===== config.mk =====
export PLATFORM = sky130hd
export DESIGN_NAME = bf16_div_seq
export DESIGN_NICKNAME = d
export VERILOG_FILES = /design/src/rtl/bf16_div_seq.sv
export SDC_FILE = /design/constraint.sdc
export NUM_CORES = 1
export LEC_CHECK = 0
export CORE_MARGIN = 1.5
export CORE_UTILIZATION = 35
export DETAILED_ROUTE_END_ITERATION = 7
export GPL_TIMING_DRIVEN = 1
export SYNTH_ARGS = -nofsm -noshare
export SYNTH_HDL_FRONTEND = slang
export SYNTH_SLANG_ARGS = --single-unit

===== constraint.sdc =====
create_clock -name clk -period 6.44 [get_ports clk]
set_input_delay 1.61 -clock clk [delete_from_list [all_inputs] [get_ports clk]]
set_output_delay 1.61 -clock clk [all_outputs]
set_load 0.005 [all_outputs]

===== src/rtl/bf16_div_seq.sv =====
// bf16_div_seq: iterative restoring bfloat16 divider with valid/ready on both sides.
// Define BF16_DIV_ROUND_EN for round-to-nearest-even; otherwise the quotient truncates.
module bf16_div_seq #(
    parameter int BITS_PER_CYCLE = 1,
    parameter int EXP_BIAS       = 127
) (
    input  logic        clk,
    input  logic        rst_n,
    input  logic        in_valid,
    output logic        in_ready,
    input  logic [15:0] a,
    input  logic [15:0] b,
    output logic        out_valid,
    input  logic        out_ready,
    output logic [15:0] q,
    output logic [3:0]  flags
);

`ifdef BF16_DIV_ROUND_EN
    localparam bit RNE = 1'b1;
`else
    localparam bit RNE = 1'b0;
`endif
    localparam int ITERS = 10 / BITS_PER_CYCLE;

    typedef enum logic [1:0] {S_IDLE, S_DIV, S_NORM, S_DONE} state_t;

    state_t r_state;
    state_t w_state_nx;

    logic [15:0] r_a;
    logic [15:0] r_b;
    logic [15:0] r_q;
    logic [3:0]  r_flags;
    logic [3:0]  r_cnt;
    logic [8:0]  r_rem;
    logic [9:0]  r_quo;

    logic [8:0]  w_rem_nx;
    logic [9:0]  w_quo_nx;
    logic [9:0]  w_trial;

    logic        w_sign;
    logic [7:0]  w_ea;
    logic [7:0]  w_eb;
    logic [6:0]  w_fa;
    logic [6:0]  w_fb;
    logic [7:0]  w_sig_a;
    logic [7:0]  w_sig_b;
    logic        w_nan_a;
    logic        w_nan_b;
    logic        w_inf_a;
    logic        w_inf_b;
    logic        w_zero_a;
    logic        w_zero_b;

    logic signed [9:0] w_exp;
    logic signed [9:0] w_exp_r;
    logic [6:0]  w_frac;
    logic [7:0]  w_frac_r;
    logic        w_guard;
    logic        w_sticky;
    logic        w_inc;
    logic [15:0] w_q;
    logic [3:0]  w_flags;

    assign w_sign   = r_a[15] ^ r_b[15];
    assign w_ea     = r_a[14:7];
    assign w_eb     = r_b[14:7];
    assign w_fa     = r_a[6:0];
    assign w_fb     = r_b[6:0];
    assign w_sig_a  = {1'b1, w_fa};
    assign w_sig_b  = {1'b1, w_fb};
    assign w_nan_a  = (w_ea == 8'hFF) && (w_fa != 7'd0);
    assign w_nan_b  = (w_eb == 8'hFF) && (w_fb != 7'd0);
    assign w_inf_a  = (w_ea == 8'hFF) && (w_fa == 7'd0);
    assign w_inf_b  = (w_eb == 8'hFF) && (w_fb == 7'd0);
    assign w_zero_a = (w_ea == 8'h00);
    assign w_zero_b = (w_eb == 8'h00);

    always_ff @(posedge clk or negedge rst_n) begin
        if (!rst_n) r_state <= S_IDLE;
        else        r_state <= w_state_nx;
    end

    always_comb begin
        w_state_nx = r_state;
        case (r_state)
            S_IDLE:  if (in_valid) w_state_nx = S_DIV;
            S_DIV:   if (r_cnt == 4'(ITERS)) w_state_nx = S_NORM;
            S_NORM:  w_state_nx = S_DONE;
            S_DONE:  if (out_ready) w_state_nx = S_IDLE;
            default: w_state_nx = S_IDLE;
        endcase
    end

    always_comb begin
        in_ready  = (r_state == S_IDLE);
        out_valid = (r_state == S_DONE);
    end

    assign q     = r_q;
    assign flags = r_flags;

    // DIV count 0 unpacks the latched operands; counts 1..ITERS iterate
    always_ff @(posedge clk or negedge rst_n) begin
        if (!rst_n) begin
            r_a     <= '0;
            r_b     <= '0;
            r_q     <= '0;
            r_flags <= '0;
            r_cnt   <= '0;
            r_rem   <= '0;
            r_quo   <= '0;
        end else begin
            case (r_state)
                S_IDLE: begin
                    if (in_valid) begin
                        r_a   <= a;
                        r_b   <= b;
                        r_cnt <= '0;
                    end
                end
                S_DIV: begin
                    r_cnt <= r_cnt + 4'd1;
                    if (r_cnt == 4'd0) begin
                        r_rem <= {1'b0, w_sig_a};
                        r_quo <= '0;
                    end else begin
                        r_rem <= w_rem_nx;
                        r_quo <= w_quo_nx;
                    end
                end
                S_NORM: begin
                    r_q     <= w_q;
                    r_flags <= w_flags;
                end
                default: ;
            endcase
        end
    end

    always_comb begin
        w_rem_nx = r_rem;
        w_quo_nx = r_quo;
        w_trial  = '0;
        for (int i = 0; i < BITS_PER_CYCLE; i++) begin
            w_trial  = {1'b0, w_rem_nx} - {2'b00, w_sig_b};
            if (!w_trial[9]) w_rem_nx = w_trial[8:0];
            w_quo_nx = {w_quo_nx[8:0], ~w_trial[9]};
            w_rem_nx = {w_rem_nx[7:0], 1'b0};
        end
    end

    always_comb begin
        w_exp = $signed({2'b00, w_ea} - {2'b00, w_eb} + 10'(EXP_BIAS));
        if (r_quo[9]) begin
            w_frac   = r_quo[8:2];
            w_guard  = r_quo[1];
            w_sticky = r_quo[0] | (r_rem != 9'd0);
        end else begin
            w_frac   = r_quo[7:1];
            w_guard  = r_quo[0];
            w_sticky = (r_rem != 9'd0);
            w_exp    = w_exp - 10'sd1;
        end
        w_inc    = RNE & w_guard & (w_sticky | w_frac[0]);
        w_frac_r = {1'b0, w_frac} + {7'd0, w_inc};
        w_exp_r  = w_frac_r[7] ? w_exp + 10'sd1 : w_exp;
    end

    // Specials take priority over the iterated quotient
    always_comb begin
        w_q     = '0;
        w_flags = '0;
        if (w_nan_a | w_nan_b | (w_zero_a & w_zero_b) | (w_inf_a & w_inf_b)) begin
            w_q     = 16'h7FC0;
            w_flags = 4'b1000;
        end else if (w_inf_a) begin
            w_q = {w_sign, 8'hFF, 7'd0};
        end else if (w_zero_b) begin
            w_q     = {w_sign, 8'hFF, 7'd0};
            w_flags = 4'b0100;
        end else if (w_zero_a | w_inf_b) begin
            w_q = {w_sign, 15'd0};
        end else if (w_exp_r >= 10'sd255) begin
            w_q     = {w_sign, 8'hFF, 7'd0};
            w_flags = 4'b0010;
        end else if (w_exp_r <= 10'sd0) begin
            w_q     = {w_sign, 15'd0};
            w_flags = 4'b0001;
        end else begin
            w_q = {w_sign, w_exp_r[7:0], w_frac_r[6:0]};
        end
    end

endmodule


**Word-level counts from Yosys, hierarchy flattened**

Cells that the tools add are included.

- Flip-flop bits (word level): 77
- Output and inout bits: 22

- $add $sub $neg: 5
- Order comparisons: 2
- Equality and inequality tests: 9
- Muxes and demuxes: 23
- Bitwise operators: 8
- Reductions and logical operators: 16

Operator list:

| cell | count |
|---|---|
| 15-bit two-way mux | 5 |
| 10-bit two-way mux | 2 |
| 8-bit == test (second input constant) | 2 |
| 8-bit zero test | 2 |
| 16-bit two-way mux | 1 |
| 7-bit zero test | 2 |
| 7-bit nonzero test | 2 |
| 9-bit by 8-bit adder with 10-bit output (second input constant) | 1 |
| 10-bit by 9-bit greater-or-equal comparator with 1-bit output (second input constant) | 1 |
| 10-bit by 1-bit <= comparator with 1-bit output (second input constant) | 1 |
| 2-bit two-way mux | 5 |
| 10-bit by 2-bit subtractor with 10-bit output (second input constant) | 1 |
| 9-bit by 8-bit subtractor with 10-bit output | 1 |
| 9-bit two-way mux | 1 |
| 8-bit by 8-bit subtractor with 9-bit output | 1 |
| 4-bit two-way mux | 2 |
| 8-bit two-way mux | 1 |
| 2-bit case mux with 4 select lines | 1 |
| 4-bit case mux with 2 select lines | 1 |
| 7-bit two-way mux | 1 |
| 3-bit two-way mux | 2 |
| 4-bit by 1-bit adder with 4-bit output (second input constant) | 1 |
| 2-bit == test (second input constant) | 2 |
| 4-bit == test (second input constant) | 1 |
| other kinds (14) | 23 |

**Depth between registers and ports, before layout**

Gate-level depths: netlist (run 1).

- Depth after elaboration: 11
- Mapped depth: 16

**Worst setup path after synthesis (run 1)**

No wires, ideal clock.

- Path type: register to register
- Start point: register r_a[7]
- End point: register r_q[0] (netlist: q[0])
- Setup time: 104 ps
- Data arrival time: 3496 ps
- Data required time: 6336 ps
- Slack: 2840 ps
- Stages on the path, launching flop included: 17
- Path through: dfrtp_1 inv_1 ha_1 inv_1 fa_1 inv_1 ha_1 xnor3_1 nand3_1 nand2_1 or3b_1 or3_1 xor2_1 nor4_1 or2_1 buf_4 o41ai_2

- Cells in the longest elaborated chain, start to end: 11
- Elaborated cells on any way between the ends: 22

Ends and longest elaborated chain:

| item | RTL line | text |
|---|---|---|
| from (decl) | 31 | `logic [15:0] r_a;` |
| from (signal assigned) | 108 | `r_a <= '0;` |
| from (signal assigned) | 119 | `r_a <= a;` |
| 8-bit by 8-bit subtractor with 9-bit output | 156 | `w_exp = $signed({2'b00, w_ea} - {2'b00, w_eb} + 10'(EXP_BIAS));` |
| 9-bit by 8-bit adder with 10-bit output | 156 |  |
| 10-bit by 2-bit subtractor with 10-bit output | 165 | `w_exp = w_exp - 10'sd1;` |
| 10-bit two-way mux | 157 | `if (r_quo[9]) begin` |
| 10-bit by 1-bit <= comparator with 1-bit output | 189 | `end else if (w_exp_r <= 10'sd0) begin` |
| 15-bit two-way mux | 189 |  |
| 15-bit two-way mux | 186 | `end else if (w_exp_r >= 10'sd255) begin` |
| 15-bit two-way mux | 184 | `end else if (w_zero_a \| w_inf_b) begin` |
| 15-bit two-way mux | 181 | `end else if (w_zero_b) begin` |
| 15-bit two-way mux | 179 | `end else if (w_inf_a) begin` |
| 16-bit two-way mux (*) | 176 | `if (w_nan_a \| w_nan_b \| (w_zero_a & w_zero_b) \| (w_inf_a & w_inf_b)) begin` |
| to (signal assigned) | 135 | `r_q <= w_q;` |
| to (decl) | 33 | `logic [15:0] r_q;` |

Every way passes the cells marked *; elsewhere a longest branch is shown, timed or not.
A chain may end at the register's enable or synchronous reset.

**Worst setup path after layout (run 1)**

- Start point: register r_a[7]
- End point: register r_q[5] (netlist: q[5])

The elaborated chain is that of the path after synthesis.

==> results.md, run 1 <==
- Outcome: completed
- Total number of vias: 3456
- FFs w/ async S/R, synth: 1.00
- Cell area after synthesis: 0.00459 sq mm
- Worst Setup Start Kind: flip-flop
- Routability cong.: 0.834
- Vias in the first global route: 3446
- Worst path cell trace: inv_1 > ha_1 > inv_1 > fa_1 > inv_1 > ha_1 > xnor3_1 > nand3_1 > nand2_1 > or3b_1 > or3_1 > xor2_1 > nor4_1 > or2_1 > o41ai_2
- TNS Setup: 0 ps
- Mapped Cells: 437
- Post-synthesis mux area share: 0.116
- CP required: 6640 ps
- Area grow syn2layout: 22.6%
- Global route overflow: 0
- Iter 0 DRT Violations: 125
- Crit path kind: flip-flop to flip-flop
- Postcts setup bufs: 0
- # Max-Cap Violations: 0
- Slowest cell on the critical path: fa_1
- Htree depth: 3
- Hpwl dp: 7.35 mm
- Routed Antenna Nets: 0
- Clk slew on worst S/H paths: 60 ps
- Die Width: 117 um
- CTS Buf Count: 9
- Initial core utilization: 0.361
- # fillers: 1254
- DRT Pass-1 Iters: 4
- Die Area: 0.0138 sq mm
- Post-synthesis adder-cell area fraction: 0.0742
- N_diodes: 0
- Slew Viols, Final: 0
- IO Pins: 58
- Tot GR Track Use: 0.146
- Most used DFF post-synth: dfrtp_1
- Post-synthesis simple-gate area fraction: 0.120
- CTS tree: yes
- Min Clock Period, post-route: 4000 ps
- Most used cell, CP: inv_1
- YS warnings: 0
- Tcrit/Tclk final: 0.622
- Slew headroom: 0.343
- Core ar.: 0.0127 sq mm
- Max FO, Critical Path: 7
- CP Data Arrival Time: 4200 ps
- Final setup skew: 9.94 ps
- Layout cells sized above 1: 0.139
- Cell Rows: 41
- Routed WL: 10.0 mm
- Worst Setup End Kind: flip-flop
- Clk_lat worst skew: 340 ps
- Worst-margin pin slew: 985 ps
- Final #Nets: 554
- Final hold vios: 0
- Drt via density: 5.17
- Post-synthesis sequential area ratio: 0.420
- Flops & latches, synth: 77
- Number of flops mapped to enable cells by yosys: 0
- Antenna violations before repair: 0
- First-pass GRT wire length: 16.6 mm
- Crit path largest cell delay: 490 ps
- DRC: 0
- Area share of xor/xnor cells in the synthesized design: 0.0521
- Post-CTS sizing: 0
- Root buf cell: clkbuf_16
- Largest net degree at the start of global routing: 78
- CTS Sinks: 77
- Bufs on Longest Clock Path: 2
- Distinct cells, synth: 63
- PortBufs: 57
- Fmax: 250 MHz
- Class of the worst hold path: flip-flop to flip-flop
- Largest family of logic cells by synthesized area: compound AO/OA/AOI/OAI gates
- Post-DR wirelength/cell: 15.0 um
- Net Count, Synth: 499
- Unrepaired setup endpoints after global routing: no
- Mean area per synthesized cell: 10.5 sq um
- Die height: 117 um
- Hold buffers post-CTS: 0
- Post-synthesis compound-gate area fraction: 0.166
- Setup violators final: 0
[flip-flops by register name, summed over array words and instances (netlist names)]
signal and cells:
r_state 2, r_quo 10, q 16, r_cnt 4, r_rem 9, r_a 16, flags 4, r_b 16
[area by class of cell]
class	instances	area [sq um]	area share
Multi-Input combinational cell	300	2420	0.431
Sequential cell	77	1930	0.343
Timing Repair Buffer	59	583	0.104
Clock buffer	9	225	0.0400
Tap cell	172	215	0.0383
Inverter	45	169	0.0300
Clock inverter	7	81.3	0.0145
[kinds of logic after synthesis]
kind of cell / count (synthesis)
adder cells (fa/ha/maj): 26
multiplexers: 49
flip-flops: 77
AO/OA/AOI/OAI: 96
buffers and inverters: 60
XOR/XNOR: 24
AND/OR/NAND/NOR: 105
[path summary, 6_finish.rpt]
check                          from  endpoint  slack [ps]  cells past startpoint
setup / recovery             r_a[7]      q[5]        2440                     15
setup reg to reg             r_a[7]      q[5]        2440                     15
min in group asynchronous     rst_n   r_a[13]        1420                      1
hold / removal             flags[3]  flags[3]         480                      1
hold reg to reg            flags[3]  flags[3]         480                      1
max in group asynchronous     rst_n      q[8]        4370                      1
[cell usage in the layout, fill, tap and decap left out, drive strengths merged, types with 2 or more instances in the layout]
| cell | Yosys | layout |
|---|---|---|
| clkdlybuf4s50 | 0 | 56 |
| nand2b | 13 | 13 |
| ha | 24 | 24 |
| o21a | 3 | 3 |
| nand3 | 6 | 6 |
| o21ai | 16 | 16 |
| or2 | 2 | 2 |
| o211ai | 2 | 2 |
| o41ai | 8 | 8 |
| inv | 45 | 48 |
| a311oi | 5 | 5 |
| a32o | 2 | 2 |
| a21boi | 2 | 2 |
| a21oi | 13 | 13 |
| a211oi | 10 | 10 |
| clkbuf | 5 | 9 |
| a22o | 2 | 2 |
| mux2i | 14 | 14 |
| or4 | 3 | 3 |
| dfrtp | 77 | 77 |
| a31o | 2 | 2 |
| nor2b | 9 | 9 |
| o31ai | 2 | 2 |
| o22ai | 12 | 12 |
| buf | 10 | 3 |
| nand2 | 19 | 19 |
| nor3 | 7 | 7 |
| clkinvlp | 0 | 3 |
| and2 | 4 | 4 |
| mux2 | 35 | 35 |
| or4b | 2 | 2 |
| fa | 2 | 2 |
| nor2 | 24 | 24 |
| xor2 | 11 | 11 |
| nor4 | 4 | 4 |
| nand4 | 7 | 7 |
| a21o | 7 | 7 |
| a221oi | 2 | 2 |
| xnor2 | 12 | 12 |
[stage by stage]
stage	area, sq um	instances	utilization	hold WS (ps)	setup slack [ps]
after global routing	5630	669	0.442	503	2130
after detailed placement	5320	653	0.418	475	2480
after CTS	5630	669	0.442	489	2420
final	5630	669	0.442	478	2440
after global placement	5320	653	0.418	464	2630
after floorplan	4590	437	-	468	2840
[worst max-delay path: cells and delay by family (launching register included)]
kind / cells / cell delay (ps)
DFF: 1 / 400
AOI/OAI and AO/OA: 1 / 140
and+or+nand+nor: 6 / 1730
adders and majority gates: 3 / 910
xor gates and xnor gates: 2 / 470
buffers and inverters: 3 / 210
[layer usage]
metal,part of all wire,GRT usage,up-vias,wire length [um]
met5,0,0,-,0
met4,0.017,0.0495,0,172
met3,0.049,0.0363,12,492
met2,0.46,0.232,79,4590
met1,0.47,0.196,1681,4750
li1,-,-,1684,-
[cell usage after synthesis, types with 2 or more instances]
library cell | number | area, sq um
o22ai_1 | 12 | 75.1
or2_1 | 2 | 12.5
fa_1 | 2 | 40.0
a32o_1 | 2 | 20.0
or4_1 | 3 | 22.5
o21ai_0 | 15 | 75.1
nor4_1 | 4 | 25.0
clkbuf_1 | 5 | 18.8
o41ai_1 | 2 | 17.5
xnor2_1 | 10 | 87.6
o41ai_2 | 6 | 97.6
nand4_1 | 7 | 43.8
a21oi_1 | 12 | 60.1
a21o_1 | 7 | 52.6
inv_1 | 45 | 169
a21boi_1 | 2 | 15.0
mux2i_1 | 14 | 140
ha_1 | 24 | 300
xnor2_2 | 2 | 32.5
o21a_1 | 2 | 15.0
a211oi_1 | 9 | 67.6
xor2_1 | 11 | 96.3
nor2_1 | 24 | 90.1
or4b_1 | 2 | 20.0
a311oi_1 | 5 | 43.8
buf_1 | 8 | 30.0
o211ai_1 | 2 | 15.0
nor2b_1 | 9 | 56.3
dfrtp_1 | 77 | 1930
mux2_2 | 34 | 383
nand2b_1 | 13 | 81.3
nand2_1 | 19 | 71.3
and2_1 | 3 | 18.8
nand3_1 | 6 | 30.0
o31ai_1 | 2 | 15.0
nor3_1 | 7 | 35.0
a22o_1 | 2 | 17.5
Power of run 1 is not shown: default switching activity piles up to over one toggle a cycle in this logic, so the estimate is an artifact.
==> run 2: changes to the inputs <==
Clock period 6.44 ns to 3.7 ns, I/O delays scaled along.
==> results.md, run 2 (synthesis gave the netlist of run 1 again) <==
- Worst Setup End Kind: flip-flop
- Class of the worst hold path: flip-flop to flip-flop
- Bufs on Longest Clock Path: 2 (unchanged)
- DRC: 0 (unchanged)
- Clk_lat worst skew: 340 ps (about the same)
- PortBufs: 57 (unchanged)
- Largest net degree at the start of global routing: 78 (unchanged)
- Post-DR wirelength/cell: 14.6 um (-2.1%)
- Worst Reg-to-Reg Cells: 16 (+1)
- Unrepaired setup endpoints after global routing: yes
- CTS Sinks: 77 (unchanged)
- First-pass GRT wire length: 16.8 mm (+1.1%)
- Hpwl dp: 7.36 mm (+0.16%)
- Cell Rows: 41 (unchanged)
- Routed Antenna Nets: 0 (unchanged)
- Worst-margin pin slew: 1000 ps (+16.6 ps)
- Fin cells: 688 (+2.8%)
- Area grow syn2layout: 27.8%
- Die Width: 117 um (unchanged)
- CP Data Arrival Time: 3900 ps (-300 ps)
- Iter 0 DRT Violations: 134 (+7.2%)
- Slew Viols, Final: 0 (unchanged)
- TNS Setup: 0 ps (unchanged)
- Min Clock Period, post-route: 3670 ps (-336 ps)
- Drt via density: 5.07 (-1.8%)
- Max FO, Critical Path: 5 (-2)
- Core ar.: 0.0127 sq mm (unchanged)
- Routability cong.: 0.812 (-2.6%)
- Hold depth: 1 (unchanged)
- Most frequent cells in the layout: dfrtp_1 (77), clkdlybuf4s50_1 (56), inv_1 (43), mux2_2 (34), nor2_1 (24)
- N_diodes: 0 (unchanged)
- Slew headroom: 0.332 (-0.0111)
- Die height: 117 um (unchanged)
- IO Pins: 58 (unchanged)
- DRT Pass-1 Iters: 4 (unchanged)
- Final #Nets: 573 (+3.4%)
- Htree depth: 3 (unchanged)
- Commonest non-fill, non-tap cell in the layout: dfrtp_1
- Total number of vias: 3490 (+0.98%)
- Initial core utilization: 0.361 (unchanged)
- Fmax: 273 MHz (+9.2%)
- Worst Hold Slack: 474 ps (-3.72 ps)
- Worst Setup Start Kind: flip-flop
- Root buf cell: clkbuf_16
- # Max-Cap Violations: 0 (unchanged)
- Setup violators final: 0 (unchanged)
- Antenna violations before repair: 0 (unchanged)
- # fillers: 1236 (-1.4%)
- Die Area: 0.0138 sq mm (unchanged)
- Dpl cells: 665 (+1.8%)
- Layout cells sized above 1: 0.192 (+0.0530)
- Global route overflow: 0 (unchanged)
- Clk slew on worst S/H paths: 60 ps (about the same)
- Final setup skew: 10.9 ps (+0.917 ps)
- Tcrit/Tclk final: 0.991 (+0.369)
- Crit path kind: flip-flop to flip-flop
- Final hold vios: 0 (unchanged)
- CTS tree: yes
- Outcome: completed
- CP required: 3940 ps (-2700 ps)
- Vias in the first global route: 3466 (+0.58%)
- CTS Buf Count: 9 (unchanged)
- Tot GR Track Use: 0.147 (+0.000876)
- Final Instance Area: 0.00586 sq mm (+4.2%)
- Post-DP Area: 0.00542 sq mm (+1.9%)
- Routed WL: 10.1 mm (+0.65%)
-- run 2: cell count changes in the layout (fill, tap and decap cells not counted), moves of 2 or more --
cell,change
inv_1,-2
ha_1,-2
buf_4,+18
inv_2,+2
-- run 2: routing by layer --
metal | vias up | global-route usage | wire length [um] | part of all wire
met2 | 59 | 0.233 | 4530 | 0.45
li1 | 1716 | - | - | -
met3 | 9 | 0.0242 | 329 | 0.033
met5 | - | 0 | 0 | 0
met4 | 0 | 0.0457 | 113 | 0.011
met1 | 1706 | 0.207 | 5100 | 0.51
-- run 2: worst paths after layout --
check                      startpoint        to  slack, ps
max reg2reg                    r_a[7]      q[7]         30
min in group asynchronous       rst_n   r_a[14]        730
min                          flags[3]  flags[3]        470
max in group asynchronous       rst_n      q[6]       2280
min reg2reg                  flags[3]  flags[3]        470
max                            r_a[7]      q[7]         30
-- run 2: layout make-up --
cell class	instances	area [sq um]	share of cell area
multi-input cells	300	2490	0.425
flip-flops and latches	77	1930	0.329
repair buffers	78	738	0.126
clock buffers	9	225	0.0384
well taps	172	215	0.0367
inverters	45	169	0.0288
clock inverters	7	97.6	0.0166
-- run 2: worst max-delay path, stage by stage (launching register included) --
cell,delay [ps]
dfrtp_1,370
inv_1,60
ha_2,180
inv_2,40
fa_1,520
inv_2,60
ha_4,150
xnor3_1,240
nand3_1,100
nand2_2,80
or3b_4,390
or3_4,400
xor2_2,150
buf_4,130
nand4_1,150
o21a_2,310
a311oi_1,250
-- run 2: what timing repair did --
action | in CTS | in global routing
setup buffers | 0 | 7
endpoints found under the hold margin | 0 | 0
hold buffers | 0 | 0
resized for setup | 4 | 11
endpoints found under the setup margin | 8 | 16
pin swaps | 1 | 11
-- run 2: through the flow --
step / util / worst slack (ps)
final: 0.461 / 32.6
after global routing: 0.461 / -158
after CTS: 0.454 / 12.5
after detailed placement: 0.426 / -47.0
after global placement: 0.426 / 69.7
after floorplan: - / 100
Power of run 2 is left out for the same reason.
==> run 3: changes to the inputs <==
Settings changed: CTS_CLUSTER_SIZE set to 14, PLACE_DENSITY_LB_ADDON set to 0.2.
==> results.md, run 3 (synthesis gave the netlist of run 1 again) <==
- N_diodes: 0 (unchanged)
- Commonest non-fill, non-tap cell in the layout: dfrtp_1
- TNS Setup: 0 ps (unchanged)
- Initial core utilization: 0.361 (unchanged)
- Reg area: 0.00193 sq mm (unchanged)
- CTS Sinks: 77 (unchanged)
- Setup violators final: 0 (unchanged)
- CP required: 3940 ps (about the same)
- CTS Buf Count: 9 (unchanged)
- Max FO, Critical Path: 5 (unchanged)
- DRC: 0 (unchanged)
- Routability cong.: 0.859 (+5.8%)
- Routed WL: 10.5 mm (+4.1%)
- Clk slew on worst S/H paths: 60 ps (about the same)
- Drt via density: 5.12 (+0.87%)
- Most frequent cells in the layout: dfrtp_1 (77), clkdlybuf4s50_1 (56), inv_1 (42), mux2_2 (34), nor2_1 (24)
- Slew Viols, Final: 0 (unchanged)
- Multi-input logic area: 0.00252 sq mm (+1.2%)
- Total number of vias: 3500 (+0.29%)
- Layout cells sized above 1: 0.191 (-0.000454)
- PortBufs: 57 (unchanged)
- CTS tree: yes
- Final setup skew: 5.51 ps (-5.35 ps)
- DRT Pass-1 Iters: 4 (unchanged)
- Iter 0 DRT Violations: 119 (-11%)
- Vias in the first global route: 3546 (+2.3%)
- Hpwl dp: 7.51 mm (+2.1%)
- Core ar.: 0.0127 sq mm (unchanged)
- Routed Antenna Nets: 0 (unchanged)
- Antenna violations before repair: 0 (unchanged)
- # Max-Cap Violations: 0 (unchanged)
- Cell Rows: 41 (unchanged)
- Bufs on Longest Clock Path: 2 (unchanged)
- Unrepaired setup endpoints after global routing: yes
- Slowest cell on the critical path: fa_2
- Htree depth: 3 (unchanged)
- First-pass GRT wire length: 17.4 mm (+3.9%)
- Die Area: 0.0138 sq mm (unchanged)
- Worst Setup Start Kind: flip-flop
- Die Width: 117 um (unchanged)
- # fillers: 1295 (+4.8%)
- Crit path largest cell delay: 540 ps (+20 ps)
- Hold buffers post-CTS: 0 (unchanged)
- IO Pins: 58 (unchanged)
- Final #Nets: 569 (-0.70%)
- Final hold vios: 0 (unchanged)
- Largest net degree at the start of global routing: 78 (unchanged)
- Min Clock Period, post-route: 3630 ps (-42.0 ps)
- Crit path kind: flip-flop to flip-flop
- Clk_lat worst skew: 340 ps (about the same)
- Worst path cell trace: inv_2 > ha_4 > inv_2 > fa_2 > inv_2 > ha_4 > xnor3_1 > nand3_1 > nand2_1 > or3b_4 > or3_4 > xor2_4 > nand4_1 > o21a_2 > o32ai_2
- Area grow syn2layout: 27.3%
- CP Data Arrival Time: 3870 ps (-30 ps)
- Tot GR Track Use: 0.157 (+0.0102)
- Die height: 117 um (unchanged)
- Worst Setup End Kind: flip-flop
- Root buf cell: clkbuf_16
- Slew headroom: 0.333 (+0.000474)
- Global route overflow: 0 (unchanged)
- Class of the worst hold path: flip-flop to flip-flop
- Tcrit/Tclk final: 0.980 (-0.0113)
- Fin cells: 684 (-0.58%)
- Most used cell, CP: inv_2
- Outcome: completed
- Dpl cells: 661 (-0.60%)
- Post-DR wirelength/cell: 15.3 um (+4.7%)
- Worst-margin pin slew: 1000 ps (-0.710 ps)
- Fmax: 276 MHz (+1.2%)
run 3: cell types whose count changed in the layout (fill, tap and decap cells not counted), moves of 2 or more:
| cell | change |
|---|---|
| buf_4 | -3 |
| clkbuf_8 | +3 |
| a311oi_1 | -2 |
| a311oi_2 | +2 |
run 3: cell type report:
| class | instances | share of cell area |
|---|---|---|
| well taps | 172 | 0.0369 |
| clock buffers | 13 | 0.0463 |
| flip-flops and latches | 77 | 0.330 |
| inverters | 45 | 0.0289 |
| repair buffers | 74 | 0.119 |
| clock inverters | 3 | 0.00729 |
| multi-input cells | 300 | 0.432 |
run 3: worst paths after layout:
path | startpoint | endpoint | slack [ps] | depth (start not counted)
worst min register to register | flags[3] | flags[3] | 480 | 1
worst min-delay path | flags[3] | flags[3] | 480 | 1
worst max register to register | r_a[7] | flags[1] | 70 | 15
worst max-delay path | r_a[7] | flags[1] | 70 | 15
max in group asynchronous | rst_n | r_cnt[0] | 2300 | 1
min in group asynchronous | rst_n | q[10] | 740 | 1
run 3: worst max-delay path: cells and delay by family (launching register included):
family	cells	cell delay (ps)
AO/OA/AOI/OAI	2	610
XOR/XNOR	2	390
adder cells (fa/ha/maj)	3	830
buffers and inverters	3	170
flip-flops	1	380
AND/OR/NAND/NOR	5	1150
run 3: per-stage QoR:
stage               instance area, sq um  worst slack [ps]  hold WS (ps)  utilization
floorplan                           4590               100           468            -
global placement                    5380             -7.59           463        0.423
detailed placement                  5380              -165           475        0.423
CTS                                 5740              7.53           488        0.451
global route                        5840             -92.6           514        0.459
finish                              5840              74.6           482        0.459
run 3: layer usage:
metal | share of wire | GRT usage | vias up | wire (um)
met5 | 0 | 0 | - | 0
met4 | 0.023 | 0.0800 | 0 | 242
met3 | 0.040 | 0.0320 | 15 | 415
met2 | 0.44 | 0.232 | 68 | 4630
met1 | 0.50 | 0.219 | 1705 | 5210
li1 | - | - | 1712 | -
run 3: timing repair:
item	CTS	global route
gates resized for setup	5	15
pin swaps	3	9
buffers inserted	2	5
endpoints found under the setup margin	9	17
Power of run 3 is left out for the same reason.
